[config.mk]
export PLATFORM = sky130hd
export DESIGN_NAME = tx_serial_uart_param_flat
export DESIGN_NICKNAME = d
export VERILOG_FILES = /design/src/rtl/tx_serial_uart_param_if.sv /design/src/rtl/tx_serial_uart_param.sv /design/src/flat_wrapper.sv
export SDC_FILE = /design/constraint.sdc
export NUM_CORES = 1
export LEC_CHECK = 0
export ABC_AREA = 1
export CORE_ASPECT_RATIO = 0.75
export CORE_MARGIN = 1
export CORE_UTILIZATION = 50
export CTS_CLUSTER_DIAMETER = 100
export DETAILED_ROUTE_END_ITERATION = 7
export GPL_TIMING_DRIVEN = 0
export PLACE_DENSITY = 0.7
export SETUP_SLACK_MARGIN = 0.05
export SKIP_CTS_REPAIR_TIMING = 1
export SYNTH_ARGS = -nofsm -noshare
export SYNTH_HDL_FRONTEND = slang
export SYNTH_SLANG_ARGS = --single-unit
export TNS_END_PERCENT = 1
[constraint.sdc]
create_clock -name clock -period 2.3 [get_ports clock]
set_input_delay 0.69 -clock clock [delete_from_list [all_inputs] [get_ports clock]]
set_output_delay 0.69 -clock clock [all_outputs]
set_load 0.05 [all_outputs]
[src/rtl/tx_serial_uart_param_if.sv]
// Write-side bus of the serial transmitter: data word, write strobe and the
// FIFO status flags returned to the producer.
interface tx_serial_uart_param_if #(
  parameter int DATA_BITS = 7
);
  logic [DATA_BITS-1:0] dados;
  logic                 escreve;
  logic                 cheio;
  logic                 vazio;

  modport master (output dados, output escreve, input cheio, input vazio);
  modport slave  (input dados, input escreve, output cheio, output vazio);
endinterface

[src/rtl/tx_serial_uart_param.sv]
// Buffered asynchronous serial transmitter with compile-time frame format.
//
// state     | code | meaning
// INICIAL   | 0    | idle, line high, waiting for a queued word
// PREPARA   | 1    | pop FIFO head, load the whole frame into the shifter
// TRANSMITE | 2    | shifter bit 0 drives the line, shift once per baud tick
// FINAL     | 3    | one-cycle end-of-frame, pronto pulses here
module tx_serial_uart_param #(
  parameter int CLK_FREQ   = 50000000,
  parameter int BAUD_RATE  = 9600,
  parameter int DATA_BITS  = 7,
  parameter int PARITY     = 2,
  parameter int STOP_BITS  = 1,
  parameter int FIFO_DEPTH = 4
) (
  input  logic                   clock,
  input  logic                   reset,
  tx_serial_uart_param_if.slave  bus,
  output logic                   saida_serial,
  output logic                   ocupado,
  output logic                   pronto,
  output logic [3:0]             db_estado,
  output logic [3:0]             db_contagem
);

  localparam int DIV = CLK_FREQ / BAUD_RATE;
  localparam int TW  = (DIV > 1) ? $clog2(DIV) : 1;
  localparam int PB  = (PARITY != 0) ? 1 : 0;
  localparam int F   = 1 + DATA_BITS + PB + STOP_BITS;
  localparam int AW  = (FIFO_DEPTH > 1) ? $clog2(FIFO_DEPTH) : 1;
  localparam int CW  = AW + 1;

  typedef enum logic [3:0] {
    INICIAL   = 4'd0,
    PREPARA   = 4'd1,
    TRANSMITE = 4'd2,
    FINAL     = 4'd3
  } state_t;

  state_t                 state_q, state_d;
  logic [F-1:0]           shift_q, shift_d;
  logic [TW-1:0]          tick_q, tick_d;
  logic [3:0]             bit_q, bit_d;
  logic                   saida_q, saida_d;
  logic [DATA_BITS-1:0]   mem_q [FIFO_DEPTH];
  logic [DATA_BITS-1:0]   mem_d [FIFO_DEPTH];
  logic [AW-1:0]          wr_q, wr_d, rd_q, rd_d;
  logic [CW-1:0]          cnt_q, cnt_d;

  logic                   cheio, vazio, push, pop, tick, par;
  logic [DATA_BITS-1:0]   head;
  logic [F-1:0]           frame;

  assign cheio = (cnt_q == CW'(FIFO_DEPTH));
  assign vazio = (cnt_q == '0);
  // a write while full is dropped even if a pop happens in the same cycle
  assign push  = bus.escreve & ~cheio;
  assign pop   = (state_q == PREPARA) & ~vazio;
  assign tick  = (tick_q == TW'(DIV - 1));
  assign head  = mem_q[rd_q];

  // FIFO next-state: storage, wrapping pointers and occupancy
  always_comb begin
    mem_d = mem_q;
    wr_d  = wr_q;
    rd_d  = rd_q;
    cnt_d = cnt_q;
    if (push) begin
      mem_d[wr_q] = bus.dados;
      wr_d        = wr_q + AW'(1);
    end
    if (pop) begin
      rd_d = rd_q + AW'(1);
    end
    if (push && !pop) begin
      cnt_d = cnt_q + CW'(1);
    end else if (pop && !push) begin
      cnt_d = cnt_q - CW'(1);
    end
  end

  // Assemble the full frame from the FIFO head, start bit in bit 0
  always_comb begin
    par              = (^head) ^ (PARITY == 2);
    frame            = '1;
    frame[0]         = 1'b0;
    frame[DATA_BITS:1] = head;
    if (PB == 1) begin
      frame[DATA_BITS+1] = par;
    end
  end

  // Sequencer next-state, shifter, baud tick and bit counter
  always_comb begin
    state_d = state_q;
    shift_d = shift_q;
    tick_d  = tick_q;
    bit_d   = bit_q;
    case (state_q)
      INICIAL: begin
        if (!vazio) state_d = PREPARA;
      end
      PREPARA: begin
        shift_d = frame;
        tick_d  = '0;
        bit_d   = '0;
        state_d = TRANSMITE;
      end
      TRANSMITE: begin
        if (tick) begin
          tick_d  = '0;
          shift_d = {1'b1, shift_q[F-1:1]};
          bit_d   = bit_q + 4'd1;
          if (bit_q == 4'(F - 1)) state_d = FINAL;
        end else begin
          tick_d = tick_q + TW'(1);
        end
      end
      FINAL: begin
        state_d = vazio ? INICIAL : PREPARA;
      end
      default: state_d = INICIAL;
    endcase
    // line is registered: it follows the shifter only while transmitting
    saida_d = (state_d == TRANSMITE) ? shift_d[0] : 1'b1;
  end

  // Control and FIFO bookkeeping registers
  always_ff @(posedge clock) begin
    if (!reset) begin
      state_q <= INICIAL;
      shift_q <= '1;
      tick_q  <= '0;
      bit_q   <= '0;
      saida_q <= 1'b1;
      wr_q    <= '0;
      rd_q    <= '0;
      cnt_q   <= '0;
    end else begin
      state_q <= state_d;
      shift_q <= shift_d;
      tick_q  <= tick_d;
      bit_q   <= bit_d;
      saida_q <= saida_d;
      wr_q    <= wr_d;
      rd_q    <= rd_d;
      cnt_q   <= cnt_d;
    end
  end

  // FIFO storage; contents are don't-care until the counter says otherwise
  always_ff @(posedge clock) begin
    mem_q <= mem_d;
  end

  assign bus.cheio    = cheio;
  assign bus.vazio    = vazio;
  assign saida_serial = saida_q;
  // held low while reset is asserted so no end-of-frame pulse leaks out
  assign ocupado      = reset & (state_q inside {PREPARA, TRANSMITE, FINAL});
  assign pronto       = reset & (state_q == FINAL);
  assign db_estado    = state_q;
  assign db_contagem  = bit_q;

endmodule

[src/flat_wrapper.sv]
// flat-port wrapper written by rule: the top's interface ports become plain ports
module tx_serial_uart_param_flat 
#(
  parameter int CLK_FREQ   = 50000000,
  parameter int BAUD_RATE  = 9600,
  parameter int DATA_BITS  = 7,
  parameter int PARITY     = 2,
  parameter int STOP_BITS  = 1,
  parameter int FIFO_DEPTH = 4
)
  (clock, reset, saida_serial, ocupado, pronto, db_estado, db_contagem, bus_dados, bus_escreve, bus_cheio, bus_vazio);
  tx_serial_uart_param_if #(.DATA_BITS(DATA_BITS)) bus_i ();
  input  logic clock;
  input  logic reset;
  output logic saida_serial;
  output logic ocupado;
  output logic pronto;
  output logic [3:0] db_estado;
  output logic [3:0] db_contagem;
  input wire logic [$bits(bus_i.dados)-1:0] bus_dados;
  input wire logic [$bits(bus_i.escreve)-1:0] bus_escreve;
  output wire logic [$bits(bus_i.cheio)-1:0] bus_cheio;
  output wire logic [$bits(bus_i.vazio)-1:0] bus_vazio;
  assign bus_i.dados = bus_dados;
  assign bus_i.escreve = bus_escreve;
  assign bus_cheio = bus_i.cheio;
  assign bus_vazio = bus_i.vazio;
  tx_serial_uart_param #(.CLK_FREQ(CLK_FREQ), .BAUD_RATE(BAUD_RATE), .DATA_BITS(DATA_BITS), .PARITY(PARITY), .STOP_BITS(STOP_BITS), .FIFO_DEPTH(FIFO_DEPTH)) u_core (.clock(clock), .reset(reset), .bus(bus_i), .saida_serial(saida_serial), .ocupado(ocupado), .pronto(pronto), .db_estado(db_estado), .db_contagem(db_contagem));
endmodule
==> results of run 1 <==
==> power groups by stage <==
stage | Combinational, mW | Sequential, mW | Clock (mW)
after global routing | 0.312 | 1.32 | 1.04
after CTS | 0.273 | 1.32 | 0.986
after detailed placement | 0.271 | 1.34 | 0
after global placement | 0.264 | 1.34 | 0
final | 0.276 | 1.32 | 0.962
after floorplan | 0.179 | 1.35 | 0
==> per-stage QoR <==
stage	cell area, sq um	hold WS, ns	setup TNS, ns	setup slack [ns]	utilization [%]
detailed placement	3520	0.432	-9.03	-1.14	59.2
floorplan	3200	0.412	-0.132	-0.132	-
CTS	3720	0.449	-2.83	-1.18	62.6
global route	3770	0.475	-0.534	-0.271	63.4
finish	3770	0.448	-0.199	-0.199	63.4
global placement	3520	0.429	-8.08	-1.16	59.2
==> layout make-up <==
| type | instances | area, sq um | area share (%) |
|---|---|---|---|
| Buffer | 9 | 53.8 | 1.43 |
| Clock buffer | 14 | 163 | 4.31 |
| Clock inverter | 2 | 35.0 | 0.929 |
| Inverter | 52 | 198 | 5.24 |
| Multi-Input combinational cell | 271 | 1340 | 35.6 |
| Sequential cell | 67 | 1630 | 43.1 |
| Tap cell | 78 | 97.6 | 2.59 |
| Timing Repair Buffer | 24 | 254 | 6.74 |
==> routing by layer <==
metal  share of wire (%)  wire [um]
met5                   0          0
met4                 1.0         67
met3                 6.0        384
met2                  43       2750
met1                  50       3210
==> cell usage in the layout (no fill, tap or decap), types with 2 or more instances in the layout <==
cell	instances
nand2_1	131
inv_1	46
dfxtp_1	35
nand3_1	33
edfxtp_1	28
a21oi_1	24
nor2_1	18
o21ai_0	17
clkdlybuf4s50_1	12
clkbuf_8	11
nand4_1	10
ha_1	8
dlymetal6s2s_1	8
nor3_1	6
clkbuf_1	5
buf_2	4
dfxtp_2	4
inv_2	3
buf_4	3
nor3_4	2
nand3_2	2
clkbuf_4	2
nor2_2	2
xor2_1	2
buf_6	2
clkinv_1	2
nor4_1	2
conb_1	2
==> worst max-delay path by stage <==
stage,slack [ns],to
after global routing,-0.27,ocupado
after detailed placement,-1.14,ocupado
final,-0.20,ocupado
after CTS,-1.18,ocupado
after global placement,-1.16,ocupado
after floorplan,-0.13,ocupado
==> cell families (layout without fill, tap and decap cells) <==
group	after synthesis	count (layout)	share of synthesized area [%]
AND/OR/NAND/NOR	212	212	28.9
flip-flops	67	67	51.2
buffers and inverters	62	101	7.90
AO/OA/AOI/OAI	46	46	7.51
adder cells (fa/ha/maj)	9	9	3.79
XOR/XNOR	2	2	0.553
other	1	2	0.118
==> worst min-delay path: cells and delay by family, from the launching register on <==
kind / cells / cell delay [ns]
DFF: 1 / 0.31
buffers and inverters: 1 / 0.05
and+or+nand+nor: 1 / 0.07
==> flip-flops by register name, indices dropped and copies added, names as in the netlist <==
name / cells
u_core.cnt_q: 3
u_core.db_contagem: 4
u_core.db_estado: 4
u_core.mem_q: 28
u_core.rd_q: 2
u_core.saida_serial: 1
u_core.shift_q: 10
u_core.tick_q: 13
u_core.wr_q: 2
==> summary.txt, run 1 <==
R2R depth - 10
Flops & latches, synth - 67
First-pass GRT wire length - 10,600 um
CP max-delay cell - dfxtp_2
M1 GR Usage - 30.9%
Crit Reg-Reg Startpoint - u_core.db_estado[3]
Hold path startpoint - u_core.shift_q[9]
Placed insts - 500
Total CTS buffers - 9
Syn_area_per_cell - 7.94 sq um
Gr busiest metal - met1
Area Overhead vs Synth - 19.1%
Clock Path Buffers - 2
Worst Hold End - u_core.shift_q[9]
Largest net degree at the start of global routing - 12
Number of global-route vias before repair - 2,305
Post-synthesis cell type count - 30
Mapped Cells - 399
CP startpoint - u_core.db_estado[3]
WL final - 6410 um
Worst slew margin - 50.7%
Share of cells above drive strength 1 - 10.0%
Failing checks - negative setup slack
Die footprint - 0.00666 sq mm
GR Layer Usage met3 - 6.34%
YS warnings - 0
Initial Utilization - 53.3%
Max-cap viol count - 0
Clock root buffer - clkbuf_8
ANT cells - 0
Fin. Hold Viols - 0
Buffers & Inverters on Critical Path - 3
Post-route DRC - 0
Hold depth - 2
Top FF cell, synth - dfxtp_1
CP peak stage delay - 0.32 ns
CP cell instances - or2_4 > nor3_4 > inv_1 > nand2_2 > inv_4 > a21oi_4 > buf_6
Switching share of power - 24.0%
Sequential share of power - 51.6%
Worst Skew - 0.00526 ns
Placer Congestion - 0.846
Clock sink count - 67
CP top delay family - simple AND/OR/NAND/NOR gates
Levels on crit path - 7
Clk pwr share - 37.6%
Critical path class - flop to primary output
Ys async rst share - 0%
Share of the synthesized area in the top cell type - 26.6%
H-Tree Depth - 3
Status - finished, violations left
Pleak - 1.65 nW
Switching power total - 0.612 mW
Number of port buffers - 22
CP max FO - 14
Yosys top cell by area - edfxtp_1
Most frequent cell after synthesis - nand2_1
Vias - 2,575
Number of vias per cell - 4.98
Commonest cells post-synth - nand2_1 (132), inv_1 (47), dfxtp_1 (39)
DP HPWL - 4570 um
Grt total ovfl - 0
DIE HEIGHT - 70.9 um
Cell row count - 24
Nets - 453
Routed len/inst - 12.4 um
Worst IR drop on VDD - 0.418 mV
Initial antenna violation count - 0
Worst reg-to-reg setup slack - 0.23 ns
Sequential area share after synthesis - 51.2%
Overall routing resource usage - 20.9%
FILL cells - 503
Combinational share of power - 10.8%
Final WS setup - -0.199 ns
Period utilisation layout - 109%
Pins Over Slew Limit - 0
Reg2reg end - u_core.cnt_q[1]
Startpoint Class - flop
Critical path endpoint category - primary output
# setup viols final - 1
Max Clock Freq - 0.400 GHz
Drt initial violations - 198
CORE AREA - 0.00595 sq mm
Int Pwr - 1.94 mW
Non-Filler Instances - 517
Min cycle time layout - 2.50 ns
PnR Total Power - 2.56 mW
Crit path required time - 1.61 ns
Synth area leaders - edfxtp_1 (27%), dfxtp_1 (25%), nand2_1 (16%)
Hold Path Class - flop to flop
Mapped cell area - 0.00317 sq mm
EDFF count, synth - 28
Pre-antenna DRT Iters - 4
CTS tree - done
Die width - 93.9 um
Grt met2 use - 29.4%
Unrepaired setup endpoints after global routing - yes
Worst Tran Pin Value - 0.736 ns
Crit path DAT - 1.81 ns
I/O pin count - 23
Clk slew on worst S/H paths - 0.07 ns
P per Cell Area - 678 mW/mm^2
Final ANT Viol Nets - 0
Latest clock arrival within the worst-skew pair - 0.33 ns
Note: power is estimated with default switching activity, not from simulation.
==> run 2, diff against run 1 <==
--- a/config.mk
+++ b/config.mk
@@ -10,12 +10,13 @@
 export CORE_MARGIN = 1
 export CORE_UTILIZATION = 50
 export CTS_CLUSTER_DIAMETER = 100
+export CTS_CLUSTER_SIZE = 12
 export DETAILED_ROUTE_END_ITERATION = 7
 export GPL_TIMING_DRIVEN = 0
+export HOLD_SLACK_MARGIN = 0.1
 export PLACE_DENSITY = 0.7
 export SETUP_SLACK_MARGIN = 0.05
 export SKIP_CTS_REPAIR_TIMING = 1
 export SYNTH_ARGS = -nofsm -noshare
 export SYNTH_HDL_FRONTEND = slang
 export SYNTH_SLANG_ARGS = --single-unit
-export TNS_END_PERCENT = 1
==> run 2 against run 1 <==
Net effect:
- critical path type unchanged
- register-to-register slack got worse by 0.08 ns
- the flow still finishes with violations (negative setup slack)
- count of clock-buffer cells in the layout decreased by 5
- clock power increased by 10%
- largest cell class unchanged
==> summary.txt, run 2 (synthesis results as in run 1) <==
Clock root buffer - clkbuf_8
Buffers & Inverters on Critical Path - 3 (unchanged)
Critical path class - flop to primary output
Sequential share of power - 49.5% (-2.1 points)
Status - finished, violations left
Number of global-route vias before repair - 2,437 (+5.7%)
M1 GR Usage - 31.4% (+0.45 points)
CP top delay family - simple AND/OR/NAND/NOR gates
CTS tree - done
CORE AREA - 0.00595 sq mm (unchanged)
Number of port buffers - 22 (unchanged)
Crit path required time - 1.61 ns (about the same)
Drt initial violations - 182 (-8.1%)
Largest regs - u_core.mem_q x28, u_core.tick_q x13, u_core.shift_q x10
ANT cells - 0 (unchanged)
Period utilisation layout - 106% (-2.3 points)
P per Cell Area - 701 mW/mm^2 (+3.3%)
Failing checks - negative setup slack
Startpoint Class - flop
Non-Filler Instances - 518 (+0.19%)
Share of cells above drive strength 1 - 11.4% (+1.3 points)
First-pass GRT wire length - 11,100 um (+4.5%)
Worst Tran Pin Value - 0.691 ns (-0.0452 ns)
Routed len/inst - 12.7 um (+2.5%)
Int Pwr - 1.99 mW (+2.4%)
Die width - 93.9 um (unchanged)
Placed insts - 500 (unchanged)
Pre-antenna DRT Iters - 5 (+1)
Reg with most FFs - u_core.mem_q
Initial Utilization - 53.3% (unchanged)
Worst reg-to-reg setup slack - 0.15 ns (-0.08 ns)
Unrepaired setup endpoints after global routing - yes
Clock sink count - 67 (unchanged)
Placer Congestion - 0.888 (+4.9%)
# setup viols final - 1 (unchanged)
DP HPWL - 4790 um (+4.8%)
Final ANT Viol Nets - 0 (unchanged)
Cell row count - 24 (unchanged)
Commonest non-fill, non-tap cell in the layout - nand2_1
Clk pwr share - 39.9% (+2.3 points)
Largest net degree at the start of global routing - 13 (+1)
Crit Reg-Reg Startpoint - u_core.db_estado[2]
CP peak stage delay - 0.32 ns (about the same)
Initial antenna violation count - 0 (unchanged)
Pleak - 1.65 nW (-0.37%)
Switching power total - 0.673 mW (+9.9%)
I/O pin count - 23 (unchanged)
Levels on crit path - 7 (unchanged)
WL final - 6580 um (+2.7%)
Number of vias per cell - 5.20 (+4.5%)
Min cycle time layout - 2.45 ns (-0.0530 ns)
Gr busiest metal - met2
Critical Path Sink - ocupado
Hold slack - 0.451 ns (+0.00262 ns)
Fin. Hold Viols - 0 (unchanged)
Worst IR drop on VDD - 0.359 mV (-14%)
Post-route DRC - 0 (unchanged)
Switching share of power - 25.3% (+1.3 points)
Nets - 454 (+0.22%)
Area Overhead vs Synth - 20.1%
Largest register FFs - 28 (unchanged)
Die footprint - 0.00666 sq mm (unchanged)
CP cell instances - or2_4 > nor3_4 > inv_2 > nand2_4 > inv_8 > a21oi_4 > buf_6
Max-cap viol count - 0 (unchanged)
Clk slew on worst S/H paths - 0.07 ns (about the same)
Overall routing resource usage - 22.1% (+1.3 points)
Crit path DAT - 1.76 ns (-0.05 ns)
R2R depth - 10 (unchanged)
Critical path endpoint category - primary output
FILL cells - 485 (-3.6%)
Grt total ovfl - 0 (unchanged)
Worst Skew - 0.00876 ns (+0.00350 ns)
PnR Total Power - 2.66 mW (+4.2%)
Latest clock arrival within the worst-skew pair - 0.35 ns (+0.02 ns)
CP max FO - 14 (unchanged)
Worst slew margin - 53.8% (+3.0 points)
Reg2reg end - u_core.cnt_q[1]
Vias - 2,696 (+4.7%)
Commonest cells after routing, fill and taps aside - nand2_1 (131), inv_1 (45), dfxtp_1 (35)
Max Clock Freq - 0.409 GHz (+2.2%)
DIE HEIGHT - 70.9 um (unchanged)
GR Layer Usage met3 - 6.99% (+0.65 points)
CP max-delay cell - dfxtp_2
H-Tree Depth - 3 (unchanged)
Final WS setup - -0.146 ns (+0.0530 ns)
Clock Path Buffers - 2 (unchanged)
Utilization after layout - 64.0% (+0.55 points)
Dpl ws - -1.12 ns (+0.0144 ns)
Total CTS buffers - 9 (unchanged)
Hold Path Class - flop to flop
Pins Over Slew Limit - 0 (unchanged)
CP startpoint - u_core.db_estado[2]
Grt met2 use - 32.7% (+3.3 points)
Combinational share of power - 10.7% (about the same)
[run 2: cell types whose count changed in the layout (fill, tap and decap cells not counted), moves of 2 or more]
cell / delta
clkinv_1: +2
clkinvlp_4: +2
clkbuf_8: -2
clkbuf_1: -3
[run 2: worst min path at each step]
stage / start / end / depth (start not counted)
floorplan: u_core.shift_q[9] / u_core.shift_q[9] / 2
global placement: u_core.shift_q[9] / u_core.shift_q[9] / 2
detailed placement: u_core.shift_q[9] / u_core.shift_q[9] / 2
CTS: u_core.shift_q[9] / u_core.shift_q[9] / 2
global route: u_core.tick_q[9] / u_core.tick_q[9] / 2
finish: u_core.shift_q[9] / u_core.shift_q[9] / 2
[run 2: stage by stage]
step | instance area, sq um | setup TNS [ns]
after floorplan | 3210 | -0.0910
after global placement | 3520 | -9.32
final | 3800 | -0.146
after detailed placement | 3520 | -10.84
after global routing | 3800 | -0.364
after CTS | 3740 | -3.04
[run 2: worst min-delay path, stage by stage (launching register included)]
cell	delay [ns]
dfxtp_1	0.31
inv_1	0.05
nand3_1	0.06
[run 2: power groups by stage]
| stage | Sequential, mW | Combinational (mW) | Clock [mW] |
|---|---|---|---|
| global placement | 1.34 | 0.264 | 0 |
| detailed placement | 1.34 | 0.276 | 0 |
| global route | 1.32 | 0.317 | 1.14 |
| finish | 1.32 | 0.284 | 1.06 |
| CTS | 1.32 | 0.277 | 1.09 |
| floorplan | 1.35 | 0.179 | 0 |
[run 2: per-layer routing]
layer / part of all wire [%] / up-vias
met5: 0 / -
met4: 1.0 / 0
met3: 6.0 / 9
met2: 43 / 73
met1: 50 / 1237
li1: - / 1377
[run 2: layout make-up]
type	count	area, sq um	area share, %
sequential	67	1630	42.8
multi-input combinational	271	1350	35.6
timing repair buffer	25	254	6.68
inverter	52	203	5.33
clock buffer	9	124	3.26
tap	78	97.6	2.57
clock inverter	7	91.3	2.40
buffer	9	53.8	1.41
==> run 3, diff against run 2 <==
==> constraint.sdc (replaced) <==
create_clock -name clock -period 2.3 [get_ports clock]
set_input_delay 0.345 -clock clock [delete_from_list [all_inputs] [get_ports clock]]
set_output_delay 0.345 -clock clock [all_outputs]
set_load 0.05 [all_outputs]
==> run 3 against run 2 <==
Net effect:
- the flow now finishes without violations
- core utilization hardly changed
- critical endpoint unchanged
- maximum frequency grew 13%
- register-to-register slack gained 0.06 ns
- wire length fell by 0.52%
- critical path depth unchanged
- non-clock buffer count is 1 higher
- sequential power is essentially flat
- count of clock-buffer cells in the layout did not move
- die area did not move
- worst hold slack gained 0.0018 ns
==> summary.txt, run 3 (synthesis results as in run 1) <==
Post-route DRC - 0 (unchanged)
CP peak stage delay - 0.31 ns (about the same)
CORE AREA - 0.00595 sq mm (unchanged)
Die width - 93.9 um (unchanged)
Number of global-route vias before repair - 2,335 (-4.2%)
H-Tree Depth - 3 (unchanged)
Min cycle time layout - 2.16 ns (-0.290 ns)
Startpoint Class - flop
DP HPWL - 4710 um (-1.7%)
Clock root buffer - clkbuf_8
CP max FO - 14 (unchanged)
Number of port buffers - 22 (unchanged)
Clock Path Buffers - 2 (unchanged)
Largest register FFs - 28 (unchanged)
CP cell instances - or2_4 > nor3_4 > inv_1 > nand2_1 > inv_4 > a21oi_4 > buf_6
Max Clock Freq - 0.464 GHz (+13%)
Unrepaired setup endpoints after global routing - yes
M1 GR Usage - 30.5% (-0.86 points)
Pins Over Slew Limit - 0 (unchanged)
I/O pin count - 23 (unchanged)
Vias - 2,687 (-0.33%)
Worst Tran Pin Value - 0.755 ns (+0.0644 ns)
CP max-delay cell - dfxtp_1
Max-cap viol count - 0 (unchanged)
Clock sink count - 67 (unchanged)
Crit path DAT - 1.81 ns (+0.05 ns)
Overall routing resource usage - 21.4% (-0.70 points)
Total CTS buffers - 9 (unchanged)
Grt total ovfl - 0 (unchanged)
Post-route cell area - 0.00380 sq mm (about the same)
Share of cells above drive strength 1 - 9.52% (-1.8 points)
Area Overhead vs Synth - 20.0% (about the same)
Worst slew margin - 49.5% (-4.3 points)
Commonest non-fill, non-tap cell in the layout - nand2_1
Latest clock arrival within the worst-skew pair - 0.36 ns (about the same)
Status - finished, final reports clean
Initial Utilization - 53.3% (unchanged)
Pleak - 1.58 nW (-4.0%)
Cell row count - 24 (unchanged)
Dpl ws - -0.483 ns (+0.642 ns)
Drt initial violations - 152 (-16%)
WL final - 6550 um (-0.52%)
Worst Skew - 0.00925 ns (+0.000490 ns)
Area after DPL - 0.00352 sq mm (-0.21%)
Hold Path Class - flop to flop
Routed len/inst - 12.6 um (-0.71%)
Reg with most FFs - u_core.mem_q
Commonest cells after routing, fill and taps aside - nand2_1 (132), inv_1 (47), dfxtp_1 (39)
GR Layer Usage met3 - 6.77% (-0.22 points)
Fin. Hold Viols - 0 (unchanged)
Number of vias per cell - 5.18 (-0.53%)
Initial antenna violation count - 0 (unchanged)
Die footprint - 0.00666 sq mm (unchanged)
Utilization after layout - 63.9% (about the same)
Clk slew on worst S/H paths - 0.07 ns (about the same)
First-pass GRT wire length - 10,700 um (-3.4%)
Pre-antenna DRT Iters - 5 (unchanged)
P per Cell Area - 733 mW/mm^2 (+4.7%)
Critical path endpoint category - primary output
ANT cells - 0 (unchanged)
DIE HEIGHT - 70.9 um (unchanged)
Final ANT Viol Nets - 0 (unchanged)
Grt met2 use - 30.7% (-1.9 points)
Crit path required time - 1.96 ns (+0.35 ns)
CTS tree - done
Largest net degree at the start of global routing - 14 (+1)
Largest regs - u_core.mem_q x28, u_core.tick_q x13, u_core.shift_q x10
# setup viols final - 0 (-1)
Worst IR drop on VDD - 0.350 mV (-2.3%)
Critical path class - flop to primary output
Gr busiest metal - met2
Placer Congestion - 0.831 (-6.4%)
Final WS setup - 0.144 ns (+0.290 ns)
Period utilisation layout - 93.8% (-13 points)
Nets - 455 (+0.22%)
run 3: cell count changes in the layout (fill, tap and decap cells not counted), moves of 2 or more:
cell             previous run  this run
clkinv_1                    4         2
inv_2                       4         2
o21ai_1                     2         0
dlymetal6s2s_1              7         2
inv_1                      45        47
clkdlybuf4s50_1            12        18
o21ai_0                    16        18
clkinv_4                    0         2
clkbuf_4                    2         0
dfxtp_2                     4         0
dfxtp_1                    35        39
run 3: cell type report:
cell class / instances / area, sq um
tap: 78 / 97.6
clock inverter: 7 / 124
buffer: 9 / 51.3
timing repair buffer: 26 / 251
clock buffer: 9 / 124
fill: 505 / 2140
multi-input combinational: 271 / 1330
sequential: 67 / 1620
inverter: 52 / 198
run 3: final timing paths:
check | start | end | slack (ns) | depth (start not counted)
min reg2reg | u_core.shift_q[9] | u_core.shift_q[9] | 0.45 | 2
max reg2reg | u_core.db_estado[3] | u_core.cnt_q[1] | 0.21 | 10
min | u_core.shift_q[9] | u_core.shift_q[9] | 0.45 | 2
max | u_core.db_estado[3] | ocupado | 0.14 | 7
run 3: routing by layer:
metal / wire length [um] / part of all wire (%)
met1: 3270 / 50
met3: 391 / 6.0
met5: 0 / 0
met2: 2810 / 43
met4: 77 / 1.2
run 3: where the power goes:
part | total, mW | internal (mW) | leakage [nW] | switching (mW)
registers | 1.32 | 1.29 | 0.573 | 0.0281
logic | 0.272 | 0.0928 | 0.890 | 0.179
clock network | 1.20 | 0.726 | 0.120 | 0.473
total | 2.79 | 2.11 | 1.58 | 0.681
run 3: through the flow:
| step | hold WS, ns | cells | setup TNS [ns] | total power [mW] |
|---|---|---|---|---|
| 3_3_place_gp | 0.423 | 500 | -0.916 | 1.60 |
| 4_1_cts | 0.449 | 516 | -1.33 | 2.81 |
| 3_5_place_dp | 0.431 | 500 | -0.959 | 1.61 |
| 5_1_grt | 0.469 | 519 | 0 | 2.90 |
| 6_report | 0.453 | 519 | 0 | 2.79 |
| 2_1_floorplan | 0.412 | 400 | -0.0530 | 1.53 |
run 3: critical path: cells and delay by family, from the launching register on:
kind            cells  cell delay [ns]
simple gates        3             0.63
buf+inv             3             0.39
flops               1             0.31
compound gates      1             0.13
